--- src/rtl/pe_mac_fxp_pkg.sv ---
// pe_mac_fxp_pkg
//   Shared definitions for the fixed-point systolic MAC processing element:
//   default widths, PE_mode direction encodings and the accumulator FSM states.
//   Optional feature macro used by the design: PE_MAC_SAT_EN (see pe_mac_fxp_round_sat).

package pe_mac_fxp_pkg;

  localparam int RSA_DW_DEF = 16;
  localparam int FRAC_W_DEF = 8;
  localparam int ACC_W_DEF  = 40;

  // PE_mode[1] selects the vertical flow, PE_mode[0] the horizontal flow.
  localparam logic N_2_S = 1'b0;
  localparam logic S_2_N = 1'b1;
  localparam logic W_2_E = 1'b0;
  localparam logic E_2_W = 1'b1;

  typedef enum logic {
    IDLE = 1'b0,
    ACC  = 1'b1
  } pe_state_e;

endpackage

--- src/rtl/pe_mac_fxp_if.sv ---
// pe_mac_fxp_if
//   Neighbour links of one PE: mode, operand inputs from N/S/W/E, forwarded
//   operand outputs, the result chain in both directions, busy and err.
//   slave  : the PE side (consumes *_i and PE_mode, drives *_o, busy, err)
//   master : the fabric / driver side (the mirror image)

interface pe_mac_fxp_if #(
  parameter int RSA_DW = 16
);

  logic [1:0]        PE_mode;

  logic              cal_en_N_i,   cal_en_S_i;
  logic              cal_done_N_i, cal_done_S_i;
  logic [RSA_DW-1:0] v_data_N_i,   v_data_S_i;
  logic [RSA_DW-1:0] h_data_W_i,   h_data_E_i;
  logic              mulres_val_W_i, mulres_val_E_i;
  logic [RSA_DW-1:0] mulres_W_i,     mulres_E_i;

  logic              cal_en_N_o,   cal_en_S_o;
  logic              cal_done_N_o, cal_done_S_o;
  logic [RSA_DW-1:0] v_data_N_o,   v_data_S_o;
  logic [RSA_DW-1:0] h_data_W_o,   h_data_E_o;
  logic              mulres_val_W_o, mulres_val_E_o;
  logic [RSA_DW-1:0] mulres_W_o,     mulres_E_o;

  logic              busy;
  logic              err;

  modport slave (
    input  PE_mode,
    input  cal_en_N_i, cal_en_S_i, cal_done_N_i, cal_done_S_i,
    input  v_data_N_i, v_data_S_i, h_data_W_i, h_data_E_i,
    input  mulres_val_W_i, mulres_val_E_i, mulres_W_i, mulres_E_i,
    output cal_en_N_o, cal_en_S_o, cal_done_N_o, cal_done_S_o,
    output v_data_N_o, v_data_S_o, h_data_W_o, h_data_E_o,
    output mulres_val_W_o, mulres_val_E_o, mulres_W_o, mulres_E_o,
    output busy, err
  );

  modport master (
    output PE_mode,
    output cal_en_N_i, cal_en_S_i, cal_done_N_i, cal_done_S_i,
    output v_data_N_i, v_data_S_i, h_data_W_i, h_data_E_i,
    output mulres_val_W_i, mulres_val_E_i, mulres_W_i, mulres_E_i,
    input  cal_en_N_o, cal_en_S_o, cal_done_N_o, cal_done_S_o,
    input  v_data_N_o, v_data_S_o, h_data_W_o, h_data_E_o,
    input  mulres_val_W_o, mulres_val_E_o, mulres_W_o, mulres_E_o,
    input  busy, err
  );

endinterface

--- src/rtl/pe_mac_fxp_round_sat.sv ---
// pe_mac_fxp_round_sat
//   Combinational conversion of the ACC_W-bit accumulator sum to an RSA_DW
//   Q-format result: round half-up at bit FRAC_W-1, arithmetic shift by FRAC_W,
//   then narrow.
//   Macro PE_MAC_SAT_EN: defined -> narrowing saturates to the signed RSA_DW
//   range; undefined -> narrowing keeps the low RSA_DW bits (wraps).
// Ports
//   sum_i  in   ACC_W   signed accumulator sum
//   res_o  out  RSA_DW  rounded, narrowed result

module pe_mac_fxp_round_sat #(
  parameter int RSA_DW = 16,
  parameter int FRAC_W = 8,
  parameter int ACC_W  = 40
) (
  input  logic signed [ACC_W-1:0] sum_i,
  output logic        [RSA_DW-1:0] res_o
);

  localparam logic [ACC_W:0] HALF = (ACC_W+1)'(1) << (FRAC_W-1);

  // One extra bit so the rounding increment can never wrap the sum.
  logic signed [ACC_W:0] biased;
  logic signed [ACC_W:0] shifted;

  assign biased  = $signed({sum_i[ACC_W-1], sum_i}) + $signed(HALF);
  assign shifted = biased >>> FRAC_W;

`ifdef PE_MAC_SAT_EN
  localparam logic signed [ACC_W:0] MAX_V = {{(ACC_W+2-RSA_DW){1'b0}}, {(RSA_DW-1){1'b1}}};
  localparam logic signed [ACC_W:0] MIN_V = {{(ACC_W+2-RSA_DW){1'b1}}, {(RSA_DW-1){1'b0}}};

  always_comb begin
    if (shifted > MAX_V) begin
      res_o = MAX_V[RSA_DW-1:0];
    end else if (shifted < MIN_V) begin
      res_o = MIN_V[RSA_DW-1:0];
    end else begin
      res_o = shifted[RSA_DW-1:0];
    end
  end
`else
  // Wrapping narrow: the bits above RSA_DW are deliberately discarded.
  logic unused_hi;
  assign unused_hi = ^shifted[ACC_W:RSA_DW];
  assign res_o     = shifted[RSA_DW-1:0];
`endif

endmodule

--- src/rtl/pe_mac_fxp.sv ---
// pe_mac_fxp
//   Signed fixed-point systolic MAC processing element. Forwards the vertical
//   operand N<->S and the horizontal operand W<->E, accumulates h*v through a
//   2-stage pipeline into an ACC_W accumulator and emits a rounded RSA_DW
//   result on the mulres chain, which flows opposite to the h direction.
//   A 1-entry buffer absorbs an incoming chain result that collides with a
//   local result. Optional macro PE_MAC_SAT_EN selects saturating narrowing.
// Ports
//   clk      in  rising-edge clock
//   sys_rst  in  synchronous active-high reset
//   pe       pe_mac_fxp_if.slave: PE_mode, operand in/out links, mulres chain
//            in/out links, busy (accumulating or result pending), err (sticky
//            buffer overrun)
//
//   state | meaning
//   IDLE  | no dot product open; next product starts from zero
//   ACC   | dot product open; products add onto acc

module pe_mac_fxp
  import pe_mac_fxp_pkg::*;
#(
  parameter int RSA_DW = RSA_DW_DEF,
  parameter int FRAC_W = FRAC_W_DEF,
  parameter int ACC_W  = ACC_W_DEF
) (
  input  logic        clk,
  input  logic        sys_rst,
  pe_mac_fxp_if.slave pe
);

  localparam int PW = 2 * RSA_DW;

  logic [1:0]               mode_q;
  logic                     mode_chg;
  logic                     cal_en, cal_done;
  logic signed [RSA_DW-1:0] v_in, h_in;
  logic                     mr_val_in;
  logic        [RSA_DW-1:0] mr_in;

  logic                     fwd_en_q, fwd_en_d, fwd_done_q, fwd_done_d;
  logic        [RSA_DW-1:0] fwd_v_q, fwd_v_d, fwd_h_q, fwd_h_d;
  logic signed [PW-1:0]     prod_q, prod_d;
  logic                     prod_val_q, prod_val_d, last_q, last_d;
  pe_state_e                state_q, state_d;
  logic signed [ACC_W-1:0]  acc_q, acc_d, prod_ext, acc_base, sum;
  logic                     local_val;
  logic        [RSA_DW-1:0] rounded;
  logic                     buf_vld;
  logic        [RSA_DW-1:0] buf_q, buf_d, mr_q, mr_d;
  logic                     buf_full_q, buf_full_d, mr_val_q, mr_val_d, err_q, err_d;

  // Input selection follows the current mode.
  assign mode_chg  = (pe.PE_mode != mode_q);
  assign cal_en    = (pe.PE_mode[1] == S_2_N) ? pe.cal_en_S_i   : pe.cal_en_N_i;
  assign cal_done  = (pe.PE_mode[1] == S_2_N) ? pe.cal_done_S_i : pe.cal_done_N_i;
  assign v_in      = (pe.PE_mode[1] == S_2_N) ? pe.v_data_S_i   : pe.v_data_N_i;
  assign h_in      = (pe.PE_mode[0] == E_2_W) ? pe.h_data_E_i   : pe.h_data_W_i;
  assign mr_val_in = (pe.PE_mode[0] == E_2_W) ? pe.mulres_val_W_i : pe.mulres_val_E_i;
  assign mr_in     = (pe.PE_mode[0] == E_2_W) ? pe.mulres_W_i     : pe.mulres_E_i;

  // Forwarding and stage 1 (product).
  always_comb begin
    fwd_en_d   = cal_en;
    fwd_done_d = cal_done;
    fwd_v_d    = cal_en ? v_in : '0;
    fwd_h_d    = cal_en ? h_in : '0;
    prod_d     = prod_q;
    prod_val_d = cal_en;
    last_d     = cal_en & cal_done;
    if (cal_en) begin
      prod_d = PW'(v_in) * PW'(h_in);
    end
    if (mode_chg) begin
      prod_d     = '0;
      prod_val_d = 1'b0;
      last_d     = 1'b0;
    end
  end

  // Stage 2 (accumulate) and FSM.
  assign prod_ext = ACC_W'(prod_q);
  assign acc_base = (state_q == IDLE) ? '0 : acc_q;
  assign sum      = acc_base + prod_ext;

  always_comb begin
    state_d   = state_q;
    acc_d     = acc_q;
    local_val = 1'b0;
    if (mode_chg) begin
      state_d = IDLE;
      acc_d   = '0;
    end else if (prod_val_q) begin
      acc_d     = sum;
      local_val = last_q;
      // A last product closes the dot product from either state.
      state_d   = last_q ? IDLE : ACC;
    end
  end

  pe_mac_fxp_round_sat #(
    .RSA_DW (RSA_DW),
    .FRAC_W (FRAC_W),
    .ACC_W  (ACC_W)
  ) u_round_sat (
    .sum_i (sum),
    .res_o (rounded)
  );

  // Result chain: local > buffer > incoming. A mode change discards the buffer.
  assign buf_vld = buf_full_q & ~mode_chg;

  always_comb begin
    buf_d      = buf_q;
    buf_full_d = buf_full_q;
    err_d      = err_q;
    mr_val_d   = 1'b0;
    mr_d       = '0;
    if (local_val) begin
      mr_val_d = 1'b1;
      mr_d     = rounded;
      if (mr_val_in) begin
        if (buf_vld) begin
          err_d = 1'b1;
        end else begin
          buf_d      = mr_in;
          buf_full_d = 1'b1;
        end
      end
    end else if (buf_vld) begin
      mr_val_d = 1'b1;
      mr_d     = buf_q;
      if (mr_val_in) begin
        buf_d = mr_in;
      end else begin
        buf_full_d = 1'b0;
      end
    end else if (mr_val_in) begin
      mr_val_d = 1'b1;
      mr_d     = mr_in;
    end
    if (mode_chg) begin
      buf_d      = '0;
      buf_full_d = 1'b0;
    end
  end

  always_ff @(posedge clk) begin
    if (sys_rst) begin
      mode_q     <= 2'b00;
      fwd_en_q   <= 1'b0;
      fwd_done_q <= 1'b0;
      fwd_v_q    <= '0;
      fwd_h_q    <= '0;
      prod_q     <= '0;
      prod_val_q <= 1'b0;
      last_q     <= 1'b0;
      state_q    <= IDLE;
      acc_q      <= '0;
      buf_q      <= '0;
      buf_full_q <= 1'b0;
      mr_q       <= '0;
      mr_val_q   <= 1'b0;
      err_q      <= 1'b0;
    end else begin
      mode_q     <= pe.PE_mode;
      fwd_en_q   <= fwd_en_d;
      fwd_done_q <= fwd_done_d;
      fwd_v_q    <= fwd_v_d;
      fwd_h_q    <= fwd_h_d;
      prod_q     <= prod_d;
      prod_val_q <= prod_val_d;
      last_q     <= last_d;
      state_q    <= state_d;
      acc_q      <= acc_d;
      buf_q      <= buf_d;
      buf_full_q <= buf_full_d;
      mr_q       <= mr_d;
      mr_val_q   <= mr_val_d;
      err_q      <= err_d;
    end
  end

  // Outputs are steered by the mode that was live when they were captured.
  assign pe.cal_en_S_o     = (mode_q[1] == N_2_S) & fwd_en_q;
  assign pe.cal_done_S_o   = (mode_q[1] == N_2_S) & fwd_done_q;
  assign pe.v_data_S_o     = (mode_q[1] == N_2_S) ? fwd_v_q : '0;
  assign pe.cal_en_N_o     = (mode_q[1] == S_2_N) & fwd_en_q;
  assign pe.cal_done_N_o   = (mode_q[1] == S_2_N) & fwd_done_q;
  assign pe.v_data_N_o     = (mode_q[1] == S_2_N) ? fwd_v_q : '0;
  assign pe.h_data_E_o     = (mode_q[0] == W_2_E) ? fwd_h_q : '0;
  assign pe.h_data_W_o     = (mode_q[0] == E_2_W) ? fwd_h_q : '0;
  assign pe.mulres_val_W_o = (mode_q[0] == W_2_E) & mr_val_q;
  assign pe.mulres_W_o     = (mode_q[0] == W_2_E) ? mr_q : '0;
  assign pe.mulres_val_E_o = (mode_q[0] == E_2_W) & mr_val_q;
  assign pe.mulres_E_o     = (mode_q[0] == E_2_W) ? mr_q : '0;

  assign pe.busy = (state_q == ACC) | prod_val_q | buf_full_q;
  assign pe.err  = err_q;

endmodule

--- src/flat_wrapper.sv ---
// flat-port wrapper written by rule: the top's interface ports become plain ports
module pe_mac_fxp_flat import pe_mac_fxp_pkg::*;
#(
  parameter int RSA_DW = RSA_DW_DEF,
  parameter int FRAC_W = FRAC_W_DEF,
  parameter int ACC_W  = ACC_W_DEF
)
  (clk, sys_rst, pe_PE_mode, pe_cal_en_N_i, pe_cal_en_S_i, pe_cal_done_N_i, pe_cal_done_S_i, pe_v_data_N_i, pe_v_data_S_i, pe_h_data_W_i, pe_h_data_E_i, pe_mulres_val_W_i, pe_mulres_val_E_i, pe_mulres_W_i, pe_mulres_E_i, pe_cal_en_N_o, pe_cal_en_S_o, pe_cal_done_N_o, pe_cal_done_S_o, pe_v_data_N_o, pe_v_data_S_o, pe_h_data_W_o, pe_h_data_E_o, pe_mulres_val_W_o, pe_mulres_val_E_o, pe_mulres_W_o, pe_mulres_E_o, pe_busy, pe_err);
  pe_mac_fxp_if #(.RSA_DW(RSA_DW)) pe_i ();
  input  logic clk;
  input  logic sys_rst;
  input wire logic [$bits(pe_i.PE_mode)-1:0] pe_PE_mode;
  input wire logic [$bits(pe_i.cal_en_N_i)-1:0] pe_cal_en_N_i;
  input wire logic [$bits(pe_i.cal_en_S_i)-1:0] pe_cal_en_S_i;
  input wire logic [$bits(pe_i.cal_done_N_i)-1:0] pe_cal_done_N_i;
  input wire logic [$bits(pe_i.cal_done_S_i)-1:0] pe_cal_done_S_i;
  input wire logic [$bits(pe_i.v_data_N_i)-1:0] pe_v_data_N_i;
  input wire logic [$bits(pe_i.v_data_S_i)-1:0] pe_v_data_S_i;
  input wire logic [$bits(pe_i.h_data_W_i)-1:0] pe_h_data_W_i;
  input wire logic [$bits(pe_i.h_data_E_i)-1:0] pe_h_data_E_i;
  input wire logic [$bits(pe_i.mulres_val_W_i)-1:0] pe_mulres_val_W_i;
  input wire logic [$bits(pe_i.mulres_val_E_i)-1:0] pe_mulres_val_E_i;
  input wire logic [$bits(pe_i.mulres_W_i)-1:0] pe_mulres_W_i;
  input wire logic [$bits(pe_i.mulres_E_i)-1:0] pe_mulres_E_i;
  output wire logic [$bits(pe_i.cal_en_N_o)-1:0] pe_cal_en_N_o;
  output wire logic [$bits(pe_i.cal_en_S_o)-1:0] pe_cal_en_S_o;
  output wire logic [$bits(pe_i.cal_done_N_o)-1:0] pe_cal_done_N_o;
  output wire logic [$bits(pe_i.cal_done_S_o)-1:0] pe_cal_done_S_o;
  output wire logic [$bits(pe_i.v_data_N_o)-1:0] pe_v_data_N_o;
  output wire logic [$bits(pe_i.v_data_S_o)-1:0] pe_v_data_S_o;
  output wire logic [$bits(pe_i.h_data_W_o)-1:0] pe_h_data_W_o;
  output wire logic [$bits(pe_i.h_data_E_o)-1:0] pe_h_data_E_o;
  output wire logic [$bits(pe_i.mulres_val_W_o)-1:0] pe_mulres_val_W_o;
  output wire logic [$bits(pe_i.mulres_val_E_o)-1:0] pe_mulres_val_E_o;
  output wire logic [$bits(pe_i.mulres_W_o)-1:0] pe_mulres_W_o;
  output wire logic [$bits(pe_i.mulres_E_o)-1:0] pe_mulres_E_o;
  output wire logic [$bits(pe_i.busy)-1:0] pe_busy;
  output wire logic [$bits(pe_i.err)-1:0] pe_err;
  assign pe_i.PE_mode = pe_PE_mode;
  assign pe_i.cal_en_N_i = pe_cal_en_N_i;
  assign pe_i.cal_en_S_i = pe_cal_en_S_i;
  assign pe_i.cal_done_N_i = pe_cal_done_N_i;
  assign pe_i.cal_done_S_i = pe_cal_done_S_i;
  assign pe_i.v_data_N_i = pe_v_data_N_i;
  assign pe_i.v_data_S_i = pe_v_data_S_i;
  assign pe_i.h_data_W_i = pe_h_data_W_i;
  assign pe_i.h_data_E_i = pe_h_data_E_i;
  assign pe_i.mulres_val_W_i = pe_mulres_val_W_i;
  assign pe_i.mulres_val_E_i = pe_mulres_val_E_i;
  assign pe_i.mulres_W_i = pe_mulres_W_i;
  assign pe_i.mulres_E_i = pe_mulres_E_i;
  assign pe_cal_en_N_o = pe_i.cal_en_N_o;
  assign pe_cal_en_S_o = pe_i.cal_en_S_o;
  assign pe_cal_done_N_o = pe_i.cal_done_N_o;
  assign pe_cal_done_S_o = pe_i.cal_done_S_o;
  assign pe_v_data_N_o = pe_i.v_data_N_o;
  assign pe_v_data_S_o = pe_i.v_data_S_o;
  assign pe_h_data_W_o = pe_i.h_data_W_o;
  assign pe_h_data_E_o = pe_i.h_data_E_o;
  assign pe_mulres_val_W_o = pe_i.mulres_val_W_o;
  assign pe_mulres_val_E_o = pe_i.mulres_val_E_o;
  assign pe_mulres_W_o = pe_i.mulres_W_o;
  assign pe_mulres_E_o = pe_i.mulres_E_o;
  assign pe_busy = pe_i.busy;
  assign pe_err = pe_i.err;
  pe_mac_fxp #(.RSA_DW(RSA_DW), .FRAC_W(FRAC_W), .ACC_W(ACC_W)) u_core (.clk(clk), .sys_rst(sys_rst), .pe(pe_i));
endmodule
--- config.mk ---
export PLATFORM = sky130hd
export DESIGN_NAME = pe_mac_fxp_flat
export DESIGN_NICKNAME = d
export VERILOG_FILES = /design/src/rtl/pe_mac_fxp_pkg.sv /design/src/rtl/pe_mac_fxp_if.sv /design/src/rtl/pe_mac_fxp_round_sat.sv /design/src/rtl/pe_mac_fxp.sv /design/src/flat_wrapper.sv
export SDC_FILE = /design/constraint.sdc
export NUM_CORES = 1
export LEC_CHECK = 0
export ABC_AREA = 1
export BUFFER_PORTS_ARGS = -buffer_cell sky130_fd_sc_hd__clkbuf_2
export CAP_MARGIN = 20
export CORE_ASPECT_RATIO = 1.75
export CORE_MARGIN = 4
export CORE_UTILIZATION = 55
export DETAILED_ROUTE_END_ITERATION = 8
export PLACE_DENSITY = 0.77
export SYNTH_ARGS = -nofsm -noshare
export SYNTH_HDL_FRONTEND = slang
export SYNTH_SLANG_ARGS = --single-unit
export TNS_END_PERCENT = 20
--- constraint.sdc ---
create_clock -name clk -period 10 [get_ports clk]
set_clock_uncertainty 0.2 [all_clocks]
set_input_delay 2 -clock clk [delete_from_list [all_inputs] [get_ports clk]]
set_output_delay 2 -clock clk [all_outputs]
set_load 0.1 [all_outputs]
==> out/results.ini, run 1 <==
[setup_path]
worstSetupStartpointType=primary input
cp.required_ns=10.12
cp_slowest_cell=fa_1
critPathMaxFanout=20
critPathTopFamily=adder cells
cpMostUsedCell=fa_1
slowest_delay_ns=0.54
cp.buffers_inverters=7
cp.depth=24
arrival_ns=9.09
critical_path.cell_chain=clkbuf_2 -> inv_2 -> or2_2 -> o21ai_1 -> clkinv_1 -> nand2_1 -> fa_1 -> inv_1 -> fa_1 -> fa_1 -> fa_1 -> fa_1 -> inv_1 -> fa_1 -> inv_1 -> ha_1 -> a21oi_1 -> o21ai_0 -> a221oi_1 -> nand3_1 -> nand3_1 -> nand3_1 -> nand2_1 -> inv_1
reg2regPathDepth=20
end_kind=flop
path_class=primary input to flop

[sta]
post-route-period-util=0.897
fin_tns_setup_ns=0
period_minus_slack_ns=8.97
holdWs_ns=0.264
slew_headroom=0.366
setup_viol=0
rsz0062_at_grt=no
slew_violations=0
fmax_ghz=0.111
tightest_slew_ns=0.944
hold_viol_final=0

[route]
wl_met3_um=2070
wire_per_inst_um=19.1
post_drt_via_cell_ratio=5.31
ant_nets=0
route.detailed.drc=0
wl_met1_um=17000
dr.pass1.iters=5
dr_wl_met2_um=28700
routed.top_layer=met4
drt_iter0_drc=850
vias=15000
routed_wirelength_um=54000

[yosys]
synthTopCellsByArea=fa_1, dfxtp_1, inv_1
synth_flop_cell=dfxtp_1
synth_area_leader_cell=fa_1
seq_area_frac_synth=0.158
synth_seq_cells=122
syn_inst=2248
synthesis.area_um2=15500
synth.distinct_cells=46
post_synth.cell_area_avg_um2=6.88
synthTopCellsByCount=inv_1, nand2_1, nor2_1, fa_1, dfxtp_1
synth_edf_count=0
synth.top_cell.area_share=0.243
synth.most_common_cell=inv_1
synthArstFlopShare=0
syn_nets=2640
yosys_warnings=0

[grt]
gr-usage-all-layers=0.351
grt_overflow=0
grt_pass1_vias=15400
grt_pass1_wl_um=82000
grt_max_degree=68
antenna_found_initial=0

[clock_tree]
cts_max_level=4
postCtsHoldBufs=0
postCtsSetupBuffers=0
cts_sinks=122
clockBufferDepth=2
clock_latency_ns=0.43
clkTransAtPathRegs_ns=0.06
cts_tree=done
numCtsBuffers=17
cts_resized=0
root_buffer=clkbuf_16

[placement]
port_buffers=209
post-place-cells=2790
gp_congestion=1.08
dp_hpwl_um=45600

[worst_hold_path]
hold_class=flop to flop
whs_path_depth=2

[floorplanning]
start_util=0.555
num_rows=81
die_x_um=135
dieArea_um2=31000
core_area_um2=27900
io_pins=210
die_y_um=230

[power]
power_leakage_uw=0.0100
ir_worst_vdd_mv=0.496
cellPowerDensity_nw_per_um2=403
power_uw=7060

[final_layout]
drive_gt1_frac=0.133
utilization=0.628
fin_nets=2829
n_antenna_cell=0
fin_cells=2823
n_fill_cell=2657
areaGrowthSynthToFinish_pct=13.2

[status]
status=complete, no violations

[run]
drv_cap=0

-- per-layer routing --
metal / up-vias / global-route usage
met2: 558 / 0.647
met1: 7138 / 0.320
li1: 7059 / -
met3: 248 / 0.0464
met4: 0 / 0.331
met5: - / 0
-- layout make-up --
| cell class | instances | area [um^2] | share of cell area |
|---|---|---|---|
| repair buffers | 237 | 1280 | 0.0729 |
| clock buffers | 17 | 425 | 0.0243 |
| multi-input cells | 1503 | 10700 | 0.609 |
| inverters | 556 | 2090 | 0.119 |
| flip-flops and latches | 122 | 2440 | 0.140 |
| well taps | 373 | 467 | 0.0267 |
| clock inverters | 15 | 149 | 0.00850 |
-- through the flow --
stage,area [um^2],setup WS (ns)
final,17500,1.03
after global routing,17500,0.558
after detailed placement,16900,0.616
after floorplan,15500,1.80
after global placement,16900,0.826
after CTS,17500,1.05
-- flip-flops by register name, indices dropped and copies added, names as in the netlist, 2 cells and up --
| signal | cells |
|---|---|
| u_core.mode_q | 2 |
| u_core.fwd_v_q | 16 |
| u_core.mr_q | 16 |
| u_core.prod_q | 24 |
| u_core.acc_q | 24 |
| u_core.buf_q | 16 |
| u_core.fwd_h_q | 16 |
-- cell usage in the layout (no fill, tap or decap), drive strengths merged, types with 26 or more instances in the layout --
cell type  instances
nand3             63
buf               28
dfxtp            122
o21ai             73
inv              560
nand2            520
a21oi             58
ha                98
fa               188
clkbuf           226
xor2              26
nor2             308
-- path summary, 6_finish.rpt --
path	startpoint	to	slack [ns]
worst max-delay path	pe_PE_mode[1]	u_core.prod_q[23]	1.03
worst min-delay path	u_core.acc_q[0]	u_core.acc_q[0]	0.26
worst max register to register	u_core.state_q	u_core.mr_q[13]	5.95
worst min register to register	u_core.acc_q[0]	u_core.acc_q[0]	0.26
-- power by group --
part,internal (uW),switching (uW),total [uW]
logic,2180,3720,5910
clock network,331,270,601
registers,521,30.0,551
-- worst reg2reg max path, cell delays in order, from the launching register on --
cell and delay [ns]:
dfxtp_1 0.38, buf_4 0.29, nand2_1 0.08, inv_1 0.07
ha_1 0.32, inv_1 0.12, fa_1 0.44, inv_1 0.18
nand3_1 0.10, nand3_1 0.19, nand2_1 0.10, nand2_2 0.13
xor2_2 0.27, ha_1 0.25, nand3_2 0.15, nor3_2 0.23
nand3_1 0.10, nand2_1 0.08, nand3_1 0.13, nand2_1 0.10
inv_1 0.04
-- cell families (layout without fill, tap and decap cells) --
kind of cell | Yosys count | after routing | share of synthesized area
and+or+nand+nor | 948 | 948 | 0.249
buffers and inverters | 623 | 825 | 0.153
AOI/OAI and AO/OA | 206 | 206 | 0.0796
adders and majority gates | 286 | 286 | 0.323
DFF | 122 | 122 | 0.158
xor gates and xnor gates | 46 | 46 | 0.0275
muxes | 17 | 17 | 0.0110
No activity file was read; power rests on OpenSTA's default activity.
==> inputs of run 2 (changes only) <==
CORE_UTILIZATION = 40   (was 55)
PLACE_DENSITY = 0.59   (was 0.77)
==> out/results.ini, run 2 (synthesis results as in run 1) <==
[clock_tree]
clockBufferDepth=2
clkTransAtPathRegs_ns=0.06
root_buffer=clkbuf_16
numCtsBuffers=17
cts_tree=done
postCtsHoldBufs=0
postCtsSetupBuffers=0
cts_sinks=122
cts_max_level=4
clock_latency_ns=0.44
cts_resized=0

[grt]
grt_overflow=0
grt_pass1_vias=15600
grt_max_degree=68
antenna_found_initial=0
grt_pass1_wl_um=84900
gr-usage-all-layers=0.267

[floorplanning]
start_util=0.404
dieArea_um2=42000
num_rows=95
die_y_um=268
die_x_um=157
core_area_um2=38300
io_pins=210

[route]
wire_per_inst_um=18.6
post_drt_via_cell_ratio=4.99
route.detailed.drc=0
dr.pass1.iters=7
routed_wirelength_um=54700
ant_nets=0
vias=14600
drt_iter0_drc=789

[sta]
fin_tns_setup_ns=0
hold_viol_final=0
rsz0062_at_grt=no
fmax_ghz=0.117
setup_viol=0
slew_headroom=0.344
period_minus_slack_ns=8.54
tightest_slew_ns=0.979
slew_violations=0
post-route-period-util=0.854

[setup_path]
end_kind=flop
path_class=primary input to flop
critPathMaxFanout=20
worstSetupStartpointType=primary input
cp.required_ns=10.12
arrival_ns=8.66

[worst_hold_path]
hold_class=flop to flop

[placement]
dp_hpwl_um=46500
placed_area_um2=17100
post-place-cells=2900
gp_congestion=1.04
port_buffers=209

[final_layout]
layout_commonest_cell=inv_1
final_cell_mix=inv_1, nand2_1, nor2_1, clkbuf_2, fa_1
n_antenna_cell=0
n_fill_cell=4038
areaGrowthSynthToFinish_pct=14.3
fin_nets=2827
final_cell_area_um2=17700
largest_registers=u_core.acc_q: 24 flops, u_core.prod_q: 24 flops
multiInputGateArea_um2=10700
seq_area_um2=2440
fin_cells=2933
drive_gt1_frac=0.133

[status]
status=complete, no violations

[run]
drv_cap=0

[power]
power_leakage_uw=0.0100
ir_worst_vdd_mv=0.419
cellPowerDensity_nw_per_um2=401
power_uw=7080

-- run 2: changes by cell type in the layout (fill, tap and decap cells not counted), sizes merged --
cell	before	now
inv	560	559
bufinv	0	1
buf	28	26
-- run 2: metrics by stage --
step | util | hold slack (ns) | setup WS (ns)
floorplan | - | 0.241 | 1.80
global placement | 0.445 | 0.249 | 1.14
detailed placement | 0.446 | 0.257 | 1.06
CTS | 0.461 | 0.267 | 1.47
global route | 0.462 | 0.286 | 1.10
finish | 0.462 | 0.264 | 1.46
-- run 2: worst paths after layout --
| path | slack (ns) | end | from | cells past startpoint |
|---|---|---|---|---|
| worst max-delay path | 1.46 | u_core.prod_q[20] | pe_PE_mode[0] | 24 |
| worst min-delay path | 0.26 | u_core.acc_q[1] | u_core.acc_q[1] | 2 |
| worst max register to register | 6.10 | u_core.mr_q[13] | u_core.state_q | 20 |
| worst min register to register | 0.26 | u_core.acc_q[1] | u_core.acc_q[1] | 2 |
-- run 2: cell type report --
class                           count  area share
Multi-Input combinational cell   1503       0.603
Sequential cell                   122       0.138
Inverter                          556       0.118
Timing Repair Buffer              235      0.0721
Tap cell                          485      0.0343
Clock buffer                       17      0.0241
Clock inverter                     15     0.00991
-- run 2: layer usage --
| layer | share of wire | wire, um | up-vias | global-route usage |
|---|---|---|---|---|
| li1 | - | - | 7053 | - |
| met1 | 0.32 | 17600 | 6967 | 0.248 |
| met2 | 0.56 | 30400 | 413 | 0.521 |
| met3 | 0.032 | 1760 | 198 | 0.0250 |
| met4 | 0.090 | 4890 | 0 | 0.200 |
| met5 | 0 | 0 | - | 0 |
-- run 2: worst max-delay path, cell delays in order --
cell,delay (ns)
clkbuf_2,0.33
inv_2,0.26
or2_2,0.33
o21ai_1,0.08
buf_4,0.19
nor2_1,0.11
fa_1,0.74
inv_1,0.14
fa_1,0.58
inv_1,0.08
fa_1,0.53
fa_1,0.45
fa_1,0.55
inv_1,0.06
fa_1,0.53
inv_1,0.05
ha_1,0.36
nand2_1,0.14
nor4_1,0.46
o21ai_0,0.29
nand4_1,0.16
nand3_1,0.08
o211ai_1,0.09
inv_1,0.05
-- run 2: where the power goes --
group	switching (uW)	internal (uW)
Sequential	31.1	521
Combinational	3720	2180
Clock	276	357
==> inputs of run 3 (changes only) <==
CORE_MARGIN = default   (was 4)
GPL_TIMING_DRIVEN = 0   (was default)
==> out/results.ini, run 3 (synthesis results as in run 1) <==
[setup_path]
rr_endpoint=u_core.mr_q[13]
path_class=primary input to flop
worstSetupStartpointType=primary input
reg2regPathDepth=20
rrSetupSlack_ns=6.11
end_kind=flop
cp.required_ns=10.12
slowest_delay_ns=1.01
cp-startpoint=pe_PE_mode[0]
crit_path_end=u_core.prod_q[21]
critPathMaxFanout=10
reg2reg_from=u_core.state_q
arrival_ns=9.57
cp_slowest_cell=o21ai_1

[power]
cellPowerDensity_nw_per_um2=411
pwr-share-clk=0.087
combPwrFrac=0.838
power_leakage_uw=0.00999
p_sw_frac=0.576
p_seq_frac=0.075
switchingPower_uw=4210
p_int_uw=3090
ir_worst_vdd_mv=0.731

[final_layout]
seq_area_um2=2440
fin_nets=2869
utilization=0.463
n_antenna_cell=0
largest_registers=u_core.acc_q: 24 flops, u_core.prod_q: 24 flops
drive_gt1_frac=0.124
layout_commonest_cell=inv_1
final_cell_mix=inv_1, nand2_1, nor2_1, clkbuf_2, fa_1
areaGrowthSynthToFinish_pct=14.6
n_fill_cell=4060
multiInputGateArea_um2=10700

[grt]
gr-usage-all-layers=0.296
grt_pass1_vias=15700
grt_overflow=0
grt_pass1_wl_um=85800
grt_max_degree=17
antenna_found_initial=0

[clock_tree]
numCtsBuffers=17
cts_resized=0
clock_latency_ns=0.44
cts_tree=done
postCtsSetupBuffers=0
clockBufferDepth=2
cts_max_level=4
cts_sinks=122
clkTransAtPathRegs_ns=0.07
postCtsHoldBufs=0
root_buffer=clkbuf_16

[route]
routed_wirelength_um=55600
dr.pass1.iters=5
post_drt_via_cell_ratio=4.96
ant_nets=0
drt_iter0_drc=741
route.detailed.drc=0
wire_per_inst_um=18.7
vias=14800

[sta]
fmax_ghz=0.106
rsz0062_at_grt=no
slew_violations=0
setup_viol=0
tightest_slew_ns=1.17
slew_headroom=0.212
hold_viol_final=0
post-route-period-util=0.944
holdWs_ns=0.267
period_minus_slack_ns=9.44
fin_tns_setup_ns=0

[floorplanning]
io_pins=210
core_area_um2=38300
die_y_um=262
dieArea_um2=39500
die_x_um=151
num_rows=95
start_util=0.404

[placement]
port_buffers=207
dp_hpwl_um=47700
gp_congestion=1.03

[worst_hold_path]
hold_class=flop to flop

[status]
status=complete, no violations

[run]
drv_cap=0

==> run 3: cell types whose count changed in the layout (fill, tap and decap cells not counted), sizes merged <==
cell,change
buf,-9
clkbuf,+51
==> run 3: how the worst min path moves through the flow <==
stage | startpoint | to | cells past startpoint
final | u_core.acc_q[1] | u_core.acc_q[1] | 2
after global routing | u_core.acc_q[0] | u_core.acc_q[0] | 2
after CTS | u_core.acc_q[1] | u_core.acc_q[1] | 2
after detailed placement | u_core.acc_q[1] | u_core.acc_q[1] | 2
after global placement | u_core.acc_q[1] | u_core.acc_q[1] | 2
after floorplan | u_core.acc_q[1] | u_core.acc_q[1] | 2
==> run 3: critical path: cells and delay by family <==
| kind | cells | cell delay, ns |
|---|---|---|
| AOI/OAI and AO/OA | 7 | 2.27 |
| adders and majority gates | 7 | 3.19 |
| buffers and inverters | 9 | 1.61 |
| and+or+nand+nor | 4 | 0.45 |
==> run 3: final cells by class <==
type | instances | area share
clock inverter | 15 | 0.00988
clock buffer | 17 | 0.0240
timing repair buffer | 210 | 0.0595
multi-input combinational | 1503 | 0.601
buffer | 67 | 0.0157
inverter | 556 | 0.118
tap | 485 | 0.0342
sequential | 122 | 0.138
==> run 3: through the flow <==
step	total power [uW]	worst slack, ns	std cells	area [um^2]
2_1_floorplan	4940	1.80	2248	15500
3_3_place_gp	6570	0.133	2940	17100
3_5_place_dp	6640	0.107	2942	17100
4_1_cts	7320	0.542	2974	17700
5_1_grt	8170	0.0907	2975	17700
6_report	7300	0.557	2975	17700
==> run 3: power groups by stage <==
stage,sequential [uW],clock [uW],combinational (uW)
finish,546,635,6120
global route,551,663,6960
CTS,547,639,6130
detailed placement,557,0,6080
global placement,556,0,6010
floorplan,545,0,4400
==> run 3: routing by layer <==
layer | global-route usage | up-vias | wire, um
li1 | - | 7130 | -
met1 | 0.275 | 6994 | 18600
met2 | 0.575 | 424 | 30400
met3 | 0.0290 | 212 | 1630
met4 | 0.239 | 0 | 4980
met5 | 0 | - | 0
